`src/rtl/lut_ram_bist.sv`:
```
// March BIST for a lut_ram: writes base(a) then ~base(a), verifying
// each pass with an async read and recording the first failure.
module lut_ram_bist #(
  parameter int LUT_WIDTH = 32,
  parameter int LUT_DEPTH = 256,
  localparam int AW = $clog2(LUT_DEPTH),
  localparam int CW = $clog2(2*LUT_DEPTH+1)
) (
  input  logic                 clk,
  input  logic                 rst_n,
  input  logic                 start,
  input  logic                 abort,
  output logic                 ram_wr_en,
  output logic [AW-1:0]        ram_wr_addr,
  output logic [LUT_WIDTH-1:0] ram_wr_data,
  output logic [AW-1:0]        ram_rd_addr,
  input  logic [LUT_WIDTH-1:0] ram_rd_data,
  output logic                 busy,
  output logic                 done,
  output logic                 pass,
  output logic [CW-1:0]        err_count,
  output logic [AW-1:0]        fail_addr,
  output logic                 fail_pass
);

  typedef enum logic [1:0] {
    IDLE, WR, RD, DONE
  } state_t;

  localparam logic [AW-1:0] LAST = AW'(LUT_DEPTH-1);

  state_t          state, state_n;
  logic [AW-1:0]   cnt, cnt_n;
  logic            pidx, pidx_n;
  logic [CW-1:0]   err_q, err_n;
  logic [AW-1:0]   fa_q, fa_n;
  logic            fp_q, fp_n;
  logic [LUT_WIDTH-1:0] base, pat;
  logic            last, mism;

  always_comb begin
    base = LUT_WIDTH'(cnt);
    pat  = pidx ? ~base : base;
    last = (cnt == LAST);
    mism = (state == RD) && (ram_rd_data != pat);
  end

  always_comb begin
    state_n = state;
    cnt_n   = cnt;
    pidx_n  = pidx;
    err_n   = err_q;
    fa_n    = fa_q;
    fp_n    = fp_q;
    unique case (state)
      IDLE, DONE: begin
        // abort outranks a coincident start
        if (start && !abort) begin
          state_n = WR;
          cnt_n   = '0;
          pidx_n  = 1'b0;
          err_n   = '0;
          fa_n    = '0;
          fp_n    = 1'b0;
        end
      end
      WR: begin
        cnt_n = cnt + 1'b1;
        if (last) state_n = RD;
        if (abort) begin
          state_n = IDLE;
          cnt_n   = '0;
          pidx_n  = 1'b0;
        end
      end
      RD: begin
        if (mism) begin
          err_n = err_q + 1'b1;
          if (err_q == '0) begin
            fa_n = cnt;
            fp_n = pidx;
          end
        end
        cnt_n = cnt + 1'b1;
        if (last) begin
          state_n = pidx ? DONE : WR;
          pidx_n  = 1'b1;
        end
        if (abort) begin
          state_n = IDLE;
          cnt_n   = '0;
          pidx_n  = 1'b0;
        end
      end
      default: state_n = IDLE;
    endcase
  end

  always_ff @(posedge clk or negedge rst_n) begin
    if (!rst_n) begin
      state <= IDLE;
      cnt   <= '0;
      pidx  <= 1'b0;
      err_q <= '0;
      fa_q  <= '0;
      fp_q  <= 1'b0;
    end else begin
      state <= state_n;
      cnt   <= cnt_n;
      pidx  <= pidx_n;
      err_q <= err_n;
      fa_q  <= fa_n;
      fp_q  <= fp_n;
    end
  end

  // decoded from state so reset drops them without a clock edge
  assign ram_wr_en   = (state == WR);
  assign ram_wr_addr = (state == WR) ? cnt : '0;
  assign ram_wr_data = (state == WR) ? pat : '0;
  assign ram_rd_addr = (state == RD) ? cnt : '0;
  assign busy        = (state == WR) || (state == RD);
  assign done        = (state == DONE);
  assign pass        = done && (err_q == '0);
  assign err_count   = err_q;
  assign fail_addr   = fa_q;
  assign fail_pass   = fp_q;

endmodule

```
`config.mk`:
```
export PLATFORM = sky130hd
export DESIGN_NAME = lut_ram_bist
export DESIGN_NICKNAME = d
export VERILOG_FILES = /design/src/rtl/lut_ram_bist.sv
export SDC_FILE = /design/constraint.sdc
export NUM_CORES = 1
export LEC_CHECK = 0
export ABC_CLOCK_PERIOD_IN_PS = 2570
export CAP_MARGIN = 20
export CORE_MARGIN = 1.5
export CORE_UTILIZATION = 42
export DETAILED_ROUTE_END_ITERATION = 12
export GPL_TIMING_DRIVEN = 0
export PLACE_DENSITY = 0.86
export RECOVER_POWER = 50
export SYNTH_ARGS = -nofsm -noshare
export SYNTH_HDL_FRONTEND = slang
export SYNTH_SLANG_ARGS = --single-unit
export TNS_END_PERCENT = 30
```
`constraint.sdc`:
```
create_clock -name clk -period 2.57 [get_ports clk]
set_clock_uncertainty 0.15 [all_clocks]
set_input_delay 0.514 -clock clk [delete_from_list [all_inputs] [get_ports clk]]
set_output_delay 0.514 -clock clk [all_outputs]
set_load 0.05 [all_outputs]
```
Yosys cells after proc, flatten, opt, wreduce, memory -nomap -nowiden

Cells that the tools add are included.
Widths: inputs -> output; s select.

RAM bits: 0
Memories: 0
Bits of input ports: 36
Bits in latches: 0
Word-level logic and storage cells: 62
Bits in read-only memories: 0
Bits in registers: 30
Output and inout port bits: 71

Shift-type cells: 0
Reductions and logical operators: 14
Multiplexer cells: 28
Div/mod/pow operators: 0
Bitwise operators: 1
$lt $le $gt $ge: 0
Add/subtract/negate cells: 2
$mul: 0
Equal/unequal tests: 11

Operator list:

| kind                  | number |
|---|---|
| $mux 32               | 2 |
| $mux 8                | 6 |
| $ne 32x32->1          | 1 |
| $not 8->32            | 1 |
| $pmux 8 s2            | 2 |
| $mux 10               | 2 |
| $pmux 10 s2           | 1 |
| $mux 2                | 6 |
| $add 10x1->10 const B | 1 |
| $logic_not 10->1      | 1 |
| $reduce_and 3->1      | 3 |
| $add 8x1->8 const B   | 1 |
| $eq 8x8->1 const B    | 1 |
| $ne 2x2->1 const B    | 4 |
| $mux 1                | 6 |
| $pmux 2 s3            | 1 |
| $eq 2x2->1 const B    | 2 |
| $reduce_and 4->1      | 1 |
| $reduce_or 2->1       | 2 |
| $logic_and 1x1->1     | 3 |
| $ne 3x2->1 const B    | 1 |
| $ne 3x3->1 const B    | 1 |
| $pmux 1 s3            | 1 |
| $eq 2x1->1 const B    | 1 |
| other kinds (5)       | 5 |

Longest topological paths before layout

Gate-level depths: netlist of the first run.

Depth in word-level cells: 6
Depth in mapped cells: 8
Depth with buffers taken out: 8

Worst setup path before layout of the first run

OpenSTA, ideal clock, no wires.

Path type: register -> output
From: reg state[1]
To: out ram_wr_data[10]
Stages on the path, launching flop included: 6
Path slack: -0.481 ns
Path buffers: 2
Required time: 1.906 ns
Data arrival time: 2.387 ns
Path through: dfrtp_1 inv_1 ha_1 clkbuf_1 and2_1 buf_4

Longest elaborated chain between the ends: 2

RTL lines:

| element                  | line | text |
|---|---|---|
| start: declaration       | 32   | `state_t state, state_n;` |
| start signal: assignment | 108  | `state <= state_n;` |
| $eq 2x1->1               | --   |  |
| via ram_wr_en            | 13   | `output logic ram_wr_en,` |
| $mux 32                  | 120  | `assign ram_wr_data = (state == WR) ? pat : '0;` |
| end: declaration         | 15   | `output logic [LUT_WIDTH-1:0] ram_wr_data,` |

The timed path passes the listed nets, and every way through them passes these cells.

Worst setup path in the final report of the first run

From: in ram_rd_data[5]
To: reg fa_q[4], in the netlist fail_addr[4]

Longest elaborated chain between the ends: 4

RTL lines:

| element                           | line | text |
|---|---|---|
| start: declaration                | 17   | `input logic [LUT_WIDTH-1:0] ram_rd_data,` |
| $ne 32x32->1                      | 45   | `mism = (state == RD) && (ram_rd_data != pat);` |
| $logic_and 1x1->1                 | 45   |  |
| $ne 2x2->1 (no source line)       | --   |  |
| $reduce_and 4->1 (no source line) | --   |  |
| end signal: assignment            | 112  | `fa_q <= fa_n;` |
| end: declaration                  | 36   | `logic [AW-1:0] fa_q, fa_n;` |

No other way between the ends.
A chain may end at the register's enable or synchronous reset.

==> results of run 1 <==
==> what timing repair did <==
action                     4_1_cts  5_1_grt
pin swaps                        0        8
gates resized for setup        218       66
cloned                           1        1
setup endpoints to repair       60       51
hold endpoints to repair         0        0
setup buffers                    0       11
==> flip-flops by register name (all words and copies together) (netlist names) <==
name / cells
err_count: 10
cnt: 8
pidx: 1
fail_addr: 8
fail_pass: 1
state: 2
==> worst register-to-register path, cell delays in order, from the launching register on <==
cell	delay, ns
dfrtp_2	0.42
buf_8	0.14
nor4_4	0.27
nand3b_1	0.12
a222oi_1	0.44
a41oi_2	0.28
nor2b_4	0.20
buf_12	0.15
mux2_4	0.29
==> per-stage QoR <==
| step | cell area (um^2) | setup slack, ns | TNS [ns] | power (uW) | util [%] |
|---|---|---|---|---|---|
| after global placement | 3480 | -0.476 | -22.35 | 1470 | 66.5 |
| after detailed placement | 3510 | -0.603 | -24.07 | 1510 | 67.0 |
| after floorplan | 2330 | 0.0458 | 0 | 1180 | - |
| after CTS | 3490 | -0.148 | -0.593 | 1900 | 66.6 |
| after global routing | 3650 | -0.0818 | -1.25 | 2100 | 69.7 |
| final | 3650 | -0.0504 | -0.369 | 2000 | 69.7 |
==> area by class of cell <==
| type | instances | area (um^2) |
|---|---|---|
| clock inverters | 2 | 12.5 |
| repair buffers | 116 | 1040 |
| multi-input cells | 190 | 1370 |
| inverters | 10 | 37.5 |
| fillers | 434 | 1590 |
| flip-flops and latches | 30 | 753 |
| clock buffers | 6 | 82.6 |
| plain buffers | 38 | 267 |
| well taps | 70 | 87.6 |
==> final timing paths <==
kind                                endpoint  cells after the start  slack [ns]
max in group asynchronous       err_count[3]                      2        0.34
worst min-delay path            fail_addr[6]                      1        0.36
worst max-delay path            fail_addr[4]                      8       -0.05
min in group asynchronous       fail_addr[1]                      1        0.48
worst max register to register  fail_addr[4]                      8       -0.01
worst min register to register  fail_addr[6]                      1        0.36
==> where the power goes <==
part,internal (uW),switching (uW)
combinational,387,658
sequential,506,37.6
clock,215,192
==> per-layer routing <==
layer	wire (um)	part of all wire, %
met2	3880	51
met1	3200	42
met4	104	1.4
met5	0	0
met3	412	5.4
==> cell families after synthesis <==
logic type | count (synthesis)
and+or+nand+nor | 112
adders and majority gates | 6
muxes | 9
AOI/OAI and AO/OA | 47
xor gates and xnor gates | 15
buffers and inverters | 50
DFF | 30
==> layout by cell type (no fill, tap or decap), types with 9 or more instances in the layout <==
| cell | Yosys | routed |
|---|---|---|
| dlymetal6s2s_1 | 0 | 23 |
| and2_1 | 26 | 23 |
| and3_1 | 11 | 11 |
| buf_4 | 23 | 57 |
| buf_2 | 5 | 17 |
| xor2_1 | 12 | 12 |
| clkdlybuf4s50_1 | 0 | 17 |
| dfrtp_1 | 30 | 28 |
| o21ai_0 | 15 | 14 |
| clkbuf_2 | 0 | 10 |
| inv_1 | 10 | 10 |
| nor2_1 | 9 | 9 |
| nand3_1 | 11 | 11 |
| dlygate4sd3_1 | 0 | 16 |
| nand2_1 | 26 | 26 |
==> metrics.yaml, run 1 <==
critical_path:
  cp.required_ns: 2.59
  crit_start: "ram_rd_data[5]"
  cp-end-kind: "flip-flop"
  path_class: "primary input to flip-flop"
  cp_num_buf_inv: 2
  critPathTopFamily: "compound AO/OA/AOI/OAI gates"
  rr_startpoint: "pidx"
  critPathLaunchType: "primary input"
  crit_chain: "clkdlybuf4s50_1, nor2b_1, a2111oi_2, o2bb2ai_1, a41oi_2, nor2b_4, buf_12, mux2_4"
  cp_slowest_cell: "clkdlybuf4s50_1"
  cp_max_fo: 8
  arrival_ns: 2.64
  slowest_delay_ns: 0.55
grt:
  grt_overflow: 0
  grt_usage_pct: 22.8
  grt_max_degree: 21
  grt_pass1_vias: 2228
  top_usage_layer: "met2"
  met3_usage_pct: 5.29
  grtUsageMet2_pct: 39.6
  grt_use_met1_pct: 28.7
  grt_pass1_wl_um: 10900
  antenna_found_initial: 0
timing:
  hold_ws_ns: 0.360
  finalHoldViolations: 0
  setup_slack_ns: -0.0504
  rsz0062_at_grt: "yes"
  setup_viol: 8
  period_share_pct: 102
  slew_viol_final: 0
  fin_crit_ns: 2.62
  tightest_slew_ns: 1.09
  maxSlewHeadroom_pct: 27.0
  max_freq_mhz: 382
placed_design:
  dp_cells: 446
  hpwlAfterDp_um: 5240
  gp_congestion: 0.873
  io_buffer_count: 106
synthesis:
  ys_types: 44
  synth_top_area_cell: "dfrtp_1"
  yosysMostFrequentCell: "dfrtp_1"
  synthTopCellsByCount: "30 x dfrtp_1, 26 x and2_1, 26 x nand2_1"
  synth_xor_area_share_pct: 5.63
  syn-cell-area_um2: 2330
  ys_ff_latch: 30
  synth_compound_area_share_pct: 14.5
  syn_avg_cell_area_um2: 8.67
  yosys.area_share.adder_pct: 3.22
  ys.warnings.count: 0
  ys_seq_area_share_pct: 32.2
  synth_area_leaders: "dfrtp_1 32%, buf_4 7.4%, and2_1 7.0%"
  yosys.area_share.simple_pct: 26.2
  synth-edff-count: 0
  synth_top_area_share_pct: 32.2
  syn_nets: 311
  synthCells: 269
  synthMuxAreaShare_pct: 5.58
  synth_top_family_by_area: "simple AND/OR/NAND/NOR gates"
  synthArstFlopShare_pct: 100
  synth_ff_type: "dfrtp_1"
floorplanning:
  die-height_um: 77.5
  core_area_um2: 5240
  fp-row-count: 26
  chipWidth_um: 77.5
  start_util_pct: 44.5
  boundaryPins: 107
  die-area_um2: 6010
routing:
  dr.pass1.iters: 4
  vias_per_cell: 5.40
  post_drt_wl_per_cell_um: 16.4
  vias: 2494
  drt.antenna.violating_nets: 0
  routed_wl_um: 7600
  initialDrtViolationCount: 196
  drc: 0
finish:
  syn2layout_area_growth_pct: 56.6
  fin_nets: 433
  stdcell_count: 462
  final_layout_size_suffix_gt1_share_pct: 31.6
  antennaDiodeCount: 0
cts:
  clock_sinks: 30
  cts_hold_buf: 0
  numCtsBuffers: 5
  root_buffer: "clkbuf_8"
  htreeDepth: 2
  clkTransAtPathRegs_ns: 0.07
  clockBufferDepth: 2
  clock_latency_ns: 0.29
  cts_tree: "done"
run_status:
  outcome: "finished with violations"
  violations: "setup timing"
run:
  cap_violations: 0
power:
  power_leakage_uw: 0.00203
  peakVddDrop_mv: 0.444
  power_density_nw_per_um2: 546
min_path:
  min_path_type: "flip-flop to flip-flop"
  worstHoldStart: "fail_addr[6]"
No activity file was read; power rests on OpenSTA's default activity.
==> run 2, diff against run 1 <==
--- a/config.mk
+++ b/config.mk
@@ -8,10 +8,11 @@
 export ABC_CLOCK_PERIOD_IN_PS = 2570
 export CAP_MARGIN = 20
 export CORE_MARGIN = 1.5
-export CORE_UTILIZATION = 42
+export CORE_UTILIZATION = 43
+export CTS_BUF_LIST = sky130_fd_sc_hd__clkbuf_8
 export DETAILED_ROUTE_END_ITERATION = 12
 export GPL_TIMING_DRIVEN = 0
-export PLACE_DENSITY = 0.86
+export PLACE_DENSITY = 0.88
 export RECOVER_POWER = 50
 export SYNTH_ARGS = -nofsm -noshare
 export SYNTH_HDL_FRONTEND = slang
==> constraint.sdc (replaced) <==
create_clock -name clk -period 2.57 [get_ports clk]
set_clock_uncertainty 0.15 [all_clocks]
set_input_delay 0.514 -clock clk [delete_from_list [all_inputs] [get_ports clk]]
set_output_delay 0.514 -clock clk [all_outputs]
set_load 0.1 [all_outputs]
==> run 2 against run 1 <==
  * The flow still finishes with violations (setup timing)
  * Via count down 1.6%
  * Combinational power grew 16%
  * Core utilization increased by 3.9 points
  * Sequential cell count stayed put
  * Clock power shrank 5.4%
  * Cell area grew 4.4%
  * Count of clock-buffer cells in the layout stayed put
  * Die area down 2.2%
  * Sequential share of layout area down 0.73 points
  * Register-to-register slack worse by 0.02 ns
  * First-iteration DRC count down 53%
  * Final cell count shrank 0.87%
  * Largest cell class is now non-clock buffers
  * Highest routed layer unchanged
==> metrics.yaml, run 2 (same netlist as run 1, synthesis figures left out) <==
placed_design:
  io_buffer_count: 106
  hpwlAfterDp_um: 5000
  dp_cells: 446
  placedInstanceArea_um2: 3560
  gp_congestion: 0.865
  pre_cts_ws_ns: -0.896
routing:
  drt.antenna.violating_nets: 0
  drc: 0
  routed_wl_um: 7210
  initialDrtViolationCount: 93
  vias_per_cell: 5.36
  post_drt_wl_per_cell_um: 15.7
  dr.pass1.iters: 4
  vias: 2455
finish:
  layout_commonest_cell: "buf_6"
  final_area_um2: 3810
  antennaDiodeCount: 0
  fin_nets: 429
  largest_register_ffs: 10
  syn2layout_area_growth_pct: 63.4
  final_layout_size_suffix_gt1_share_pct: 35.8
  stdcell_count: 458
  final_cell_mix: "42 x buf_6, 30 x buf_4, 26 x nand2_1, 24 x dfrtp_1, 22 x dlymetal6s2s_1"
floorplanning:
  die-height_um: 76.6
  start_util_pct: 45.1
  die-area_um2: 5870
  core_area_um2: 5170
  boundaryPins: 107
  chipWidth_um: 76.6
  fp-row-count: 26
timing:
  setup_viol: 9
  fin_crit_ns: 2.60
  period_share_pct: 101
  rsz0062_at_grt: "yes"
  max_freq_mhz: 385
  slew_viol_final: 0
  maxSlewHeadroom_pct: 23.1
  tightest_slew_ns: 1.16
  setup_slack_ns: -0.0279
  finalHoldViolations: 0
critical_path:
  cp.required_ns: 2.59
  cp-end-kind: "flip-flop"
  crit_chain: "buf_6, nor4_2, nand3b_1, a222oi_1, a41oi_2, nor2b_4, mux2_4"
  cp_max_fo: 11
  rr_startpoint: "pidx"
  crit_start: "pidx"
  critPathLaunchType: "flip-flop"
  slowest_delay_ns: 0.45
  cp_slowest_cell: "dfrtp_2"
  path_class: "flip-flop to flip-flop"
  arrival_ns: 2.61
cts:
  cts_hold_buf: 0
  clock_sinks: 30
  htreeDepth: 2
  root_buffer: "clkbuf_8"
  clock_latency_ns: 0.28
  numCtsBuffers: 5
  cts_tree: "done"
  clkTransAtPathRegs_ns: 0.06
  clockBufferDepth: 2
power:
  power_density_nw_per_um2: 564
  power_leakage_uw: 0.00201
  peakVddDrop_mv: 0.582
run:
  cap_violations: 0
grt:
  grt_usage_pct: 23.6
  grt_overflow: 0
  grt_pass1_vias: 2336
  grt_pass1_wl_um: 11200
  grt_max_degree: 20
  antenna_found_initial: 0
run_status:
  outcome: "finished with violations"
  violations: "setup timing"
min_path:
  min_path_type: "flip-flop to flip-flop"
  worstHoldStart: "fail_addr[5]"
==> run 2: changes by cell type in the layout (fill, tap and decap cells not counted), sizes merged, moves of 2 or more <==
cell,before,now
buf,77,79
clkdlybuf4s15,3,0
clkdlybuf4s50,17,21
dlygate4sd2,1,3
dlygate4sd3,16,8
==> run 2: final timing paths <==
path                       slack (ns)  cells past startpoint           end
setup reg to reg                -0.03                      7  fail_addr[4]
max in group asynchronous        0.39                      2  err_count[0]
setup / recovery                -0.03                      7  fail_addr[4]
min in group asynchronous        0.49                      1  fail_addr[6]
hold reg to reg                  0.36                      1  fail_addr[5]
hold / removal                   0.36                      1  fail_addr[5]
==> run 2: final cells by class <==
cell class                      count  area (um^2)
Multi-Input combinational cell    190         1410
Fill cell                         350         1360
Timing Repair Buffer              112         1160
Sequential cell                    30          758
Buffer                             38          264
Tap cell                           70         87.6
Clock buffer                        6         82.6
Inverter                           10         41.3
Clock inverter                      2         8.76
==> run 2: where the power goes <==
| group | switching [uW] | internal [uW] | leakage [uW] |
|---|---|---|---|
| clock | 174 | 212 | 0.0000524 |
| sequential | 41.1 | 507 | 0.000405 |
| combinational | 848 | 367 | 0.00155 |
| total | 1060 | 1090 | 0.00201 |
==> run 2: worst max-delay path: cells and delay by family (launching register included) <==
family | cells | cell delay (ns)
buffers and inverters | 1 | 0.16
and+or+nand+nor | 3 | 0.68
AOI/OAI and AO/OA | 2 | 0.71
muxes | 1 | 0.32
DFF | 1 | 0.45
==> run 2: metrics by stage <==
stage / TNS, ns / hold slack, ns / utilization, % / power [uW]
after floorplan: -0.744 / 0.0684 / - / 1420
after CTS: -0.651 / 0.370 / 68.9 / 2110
after global routing: -2.17 / 0.370 / 73.7 / 2270
after global placement: -38.23 / 0.343 / 68.4 / 1700
final: -0.182 / 0.359 / 73.7 / 2150
after detailed placement: -39.51 / 0.343 / 68.9 / 1730
==> run 2: repair_timing <==
action	CTS	global route
pin swaps	1	11
endpoints found under the setup margin	63	66
gates cloned	1	1
setup buffers	0	4
resized for setup	290	100
==> run 2: layer usage <==
metal / global-route usage (%) / vias to the layer above / routed length (um)
li1: - / 1152 / -
met1: 29.5 / 1180 / 3070
met2: 40.4 / 113 / 3530
met3: 4.91 / 10 / 477
met4: 7.96 / 0 / 123
met5: 0 / - / 0
==> run 3, diff against run 2 <==
--- a/config.mk
+++ b/config.mk
@@ -14,6 +14,7 @@
 export GPL_TIMING_DRIVEN = 0
 export PLACE_DENSITY = 0.88
 export RECOVER_POWER = 50
+export REMOVE_ABC_BUFFERS = 1
 export SYNTH_ARGS = -nofsm -noshare
 export SYNTH_HDL_FRONTEND = slang
 export SYNTH_SLANG_ARGS = --single-unit
==> run 3 against run 2 <==
  * The run still ends with setup timing left
  * Register-to-register slack got worse by 0.02 ns
  * Critical path depth did not move
  * First-iteration DRC count rose by 72%
  * Critical path type is now primary input to flip-flop
  * Critical endpoint is now fail_addr[7]
  * Largest cell class is now multi-input gates
==> metrics.yaml, run 3 (same netlist as run 1, synthesis figures left out) <==
routing:
  vias_per_cell: 5.39
  vias: 2290
  routed_wl_um: 6700
  post_drt_wl_per_cell_um: 15.8
  initialDrtViolationCount: 160
  drt.antenna.violating_nets: 0
  dr.pass1.iters: 4
  drc: 0
cts:
  clkTransAtPathRegs_ns: 0.06
  root_buffer: "clkbuf_8"
  clock_sinks: 30
  htreeDepth: 2
  numCtsBuffers: 5
  clockBufferDepth: 2
  cts_tree: "done"
  clock_latency_ns: 0.29
grt:
  antenna_found_initial: 0
  grt_overflow: 0
  grt_pass1_vias: 2174
  grt_pass1_wl_um: 10400
  grt_usage_pct: 21.9
  grt_max_degree: 32
run_status:
  violations: "setup timing"
  outcome: "finished with violations"
critical_path:
  rr_startpoint: "cnt[5]"
  regToRegEndpoint: "fail_addr[7]"
  slowest_delay_ns: 0.60
  arrival_ns: 2.79
  cp_num_buf_inv: 2
  path_class: "primary input to flip-flop"
  cp_max_fo: 8
  critPathTopFamily: "compound AO/OA/AOI/OAI gates"
  cp-end-kind: "flip-flop"
  cp_slowest_cell: "a2111oi_0"
  cp.required_ns: 2.59
  r2r_cells: 6
  rrSetupSlack_ns: -0.05
  crit_chain: "clkdlybuf4s50_1, inv_1, a2111oi_0, o2bb2ai_1, a41oi_4, nor2b_4, mux2_4"
  critPathLaunchType: "primary input"
power:
  power_leakage_uw: 0.00164
  power_density_nw_per_um2: 637
  peakVddDrop_mv: 0.655
finish:
  layout_commonest_cell: "buf_4"
  antennaDiodeCount: 0
  final_layout_size_suffix_gt1_share_pct: 26.5
  syn2layout_area_growth_pct: 46.2
  final_cell_mix: "35 x buf_4, 28 x dfrtp_1, 27 x clkdlybuf4s50_1, 26 x nand2_1, 24 x and2_1"
  largest_register_ffs: 10
  fin_nets: 396
floorplanning:
  start_util_pct: 45.1
  fp-row-count: 26
  die-height_um: 76.6
  core_area_um2: 5170
  chipWidth_um: 76.6
  boundaryPins: 107
  die-area_um2: 5870
min_path:
  holdPathStages: 1
  worstHoldStart: "fail_addr[6]"
  min_path_type: "flip-flop to flip-flop"
  holdPathEnd: "fail_addr[6]"
timing:
  tightest_slew_ns: 1.18
  finalHoldViolations: 0
  max_freq_mhz: 361
  setup_slack_ns: -0.199
  hold_ws_ns: 0.365
  period_share_pct: 108
  tns_ns: -2.92
  fin_crit_ns: 2.77
  setup_viol: 19
  slew_viol_final: 0
  maxSlewHeadroom_pct: 21.6
  rsz0062_at_grt: "yes"
run:
  cap_violations: 0
placed_design:
  hpwlAfterDp_um: 4520
  io_buffer_count: 106
  gp_congestion: 0.785
## run 3: changes by cell type in the layout (fill, tap and decap cells not counted), moves of 6 or more
cell	delta
and2_2	-10
clkbuf_2	-8
clkdlybuf4s50_1	+6
dlygate4sd2_1	+9
dlygate4sd3_1	-7
buf_6	-41
dlymetal6s2s_1	-15
clkdlybuf4s15_2	+14
and2_1	+10
## run 3: final cells by class
cell class / count / area (um^2)
timing repair buffer: 118 / 1040
sequential: 30 / 756
inverter: 10 / 37.5
multi-input combinational: 189 / 1390
tap: 70 / 87.6
clock buffer: 6 / 82.6
fill: 424 / 1760
clock inverter: 2 / 8.76
## run 3: worst max path at each step
stage	start	to	slack, ns	cells after the start
after floorplan	state[1]	ram_wr_data[10]	-15.47	3
after global placement	ram_rd_data[2]	fail_addr[5]	-1.34	7
after detailed placement	ram_rd_data[2]	fail_addr[7]	-1.35	7
after CTS	pidx	fail_addr[7]	-0.11	6
after global routing	ram_rd_data[2]	fail_addr[6]	-0.23	7
final	ram_rd_data[0]	fail_addr[7]	-0.20	7
## run 3: power breakdown
part | switching [uW] | total [uW] | internal (uW)
Sequential | 68.7 | 575 | 506
Combinational | 808 | 1200 | 393
Clock | 182 | 394 | 212
## run 3: stage by stage
stage	setup WS, ns	instances	util (%)	cell area [um^2]	power, uW
final	-0.199	425	65.9	3410	2170
after global routing	-0.232	425	65.9	3410	2280
after CTS	-0.107	419	64.8	3350	2120
after detailed placement	-1.35	407	63.0	3260	1650
after global placement	-1.34	405	62.3	3220	1610
after floorplan	-15.47	229	-	2070	1320
## run 3: worst register-to-register path, stage by stage, from the launching register on
cell and delay [ns]:
dfrtp_1 0.50, nor2b_1 0.21, a2111oi_0 0.57, o2bb2ai_1 0.27, a41oi_4 0.23, nor2b_4 0.26
mux2_4 0.32
## run 3: routing by layer
metal  wire (um)  global-route usage (%)  up-vias  part of all wire [%]
li1            -                       -     1088                     -
met1        2720                    27.3     1101                    41
met2        3460                    37.8       90                    52
met3         419                    4.31       11                   6.3
met4         102                    7.41        0                   1.5
met5           0                       0        -                     0
## run 3: timing repair
action | 4_1_cts | 5_1_grt
pin swaps | 4 | 8
gates cloned | 0 | 0
buffers inserted | 4 | 6
hold buffers | 0 | 0
setup endpoints to repair | 77 | 69
gates resized for setup | 284 | 30
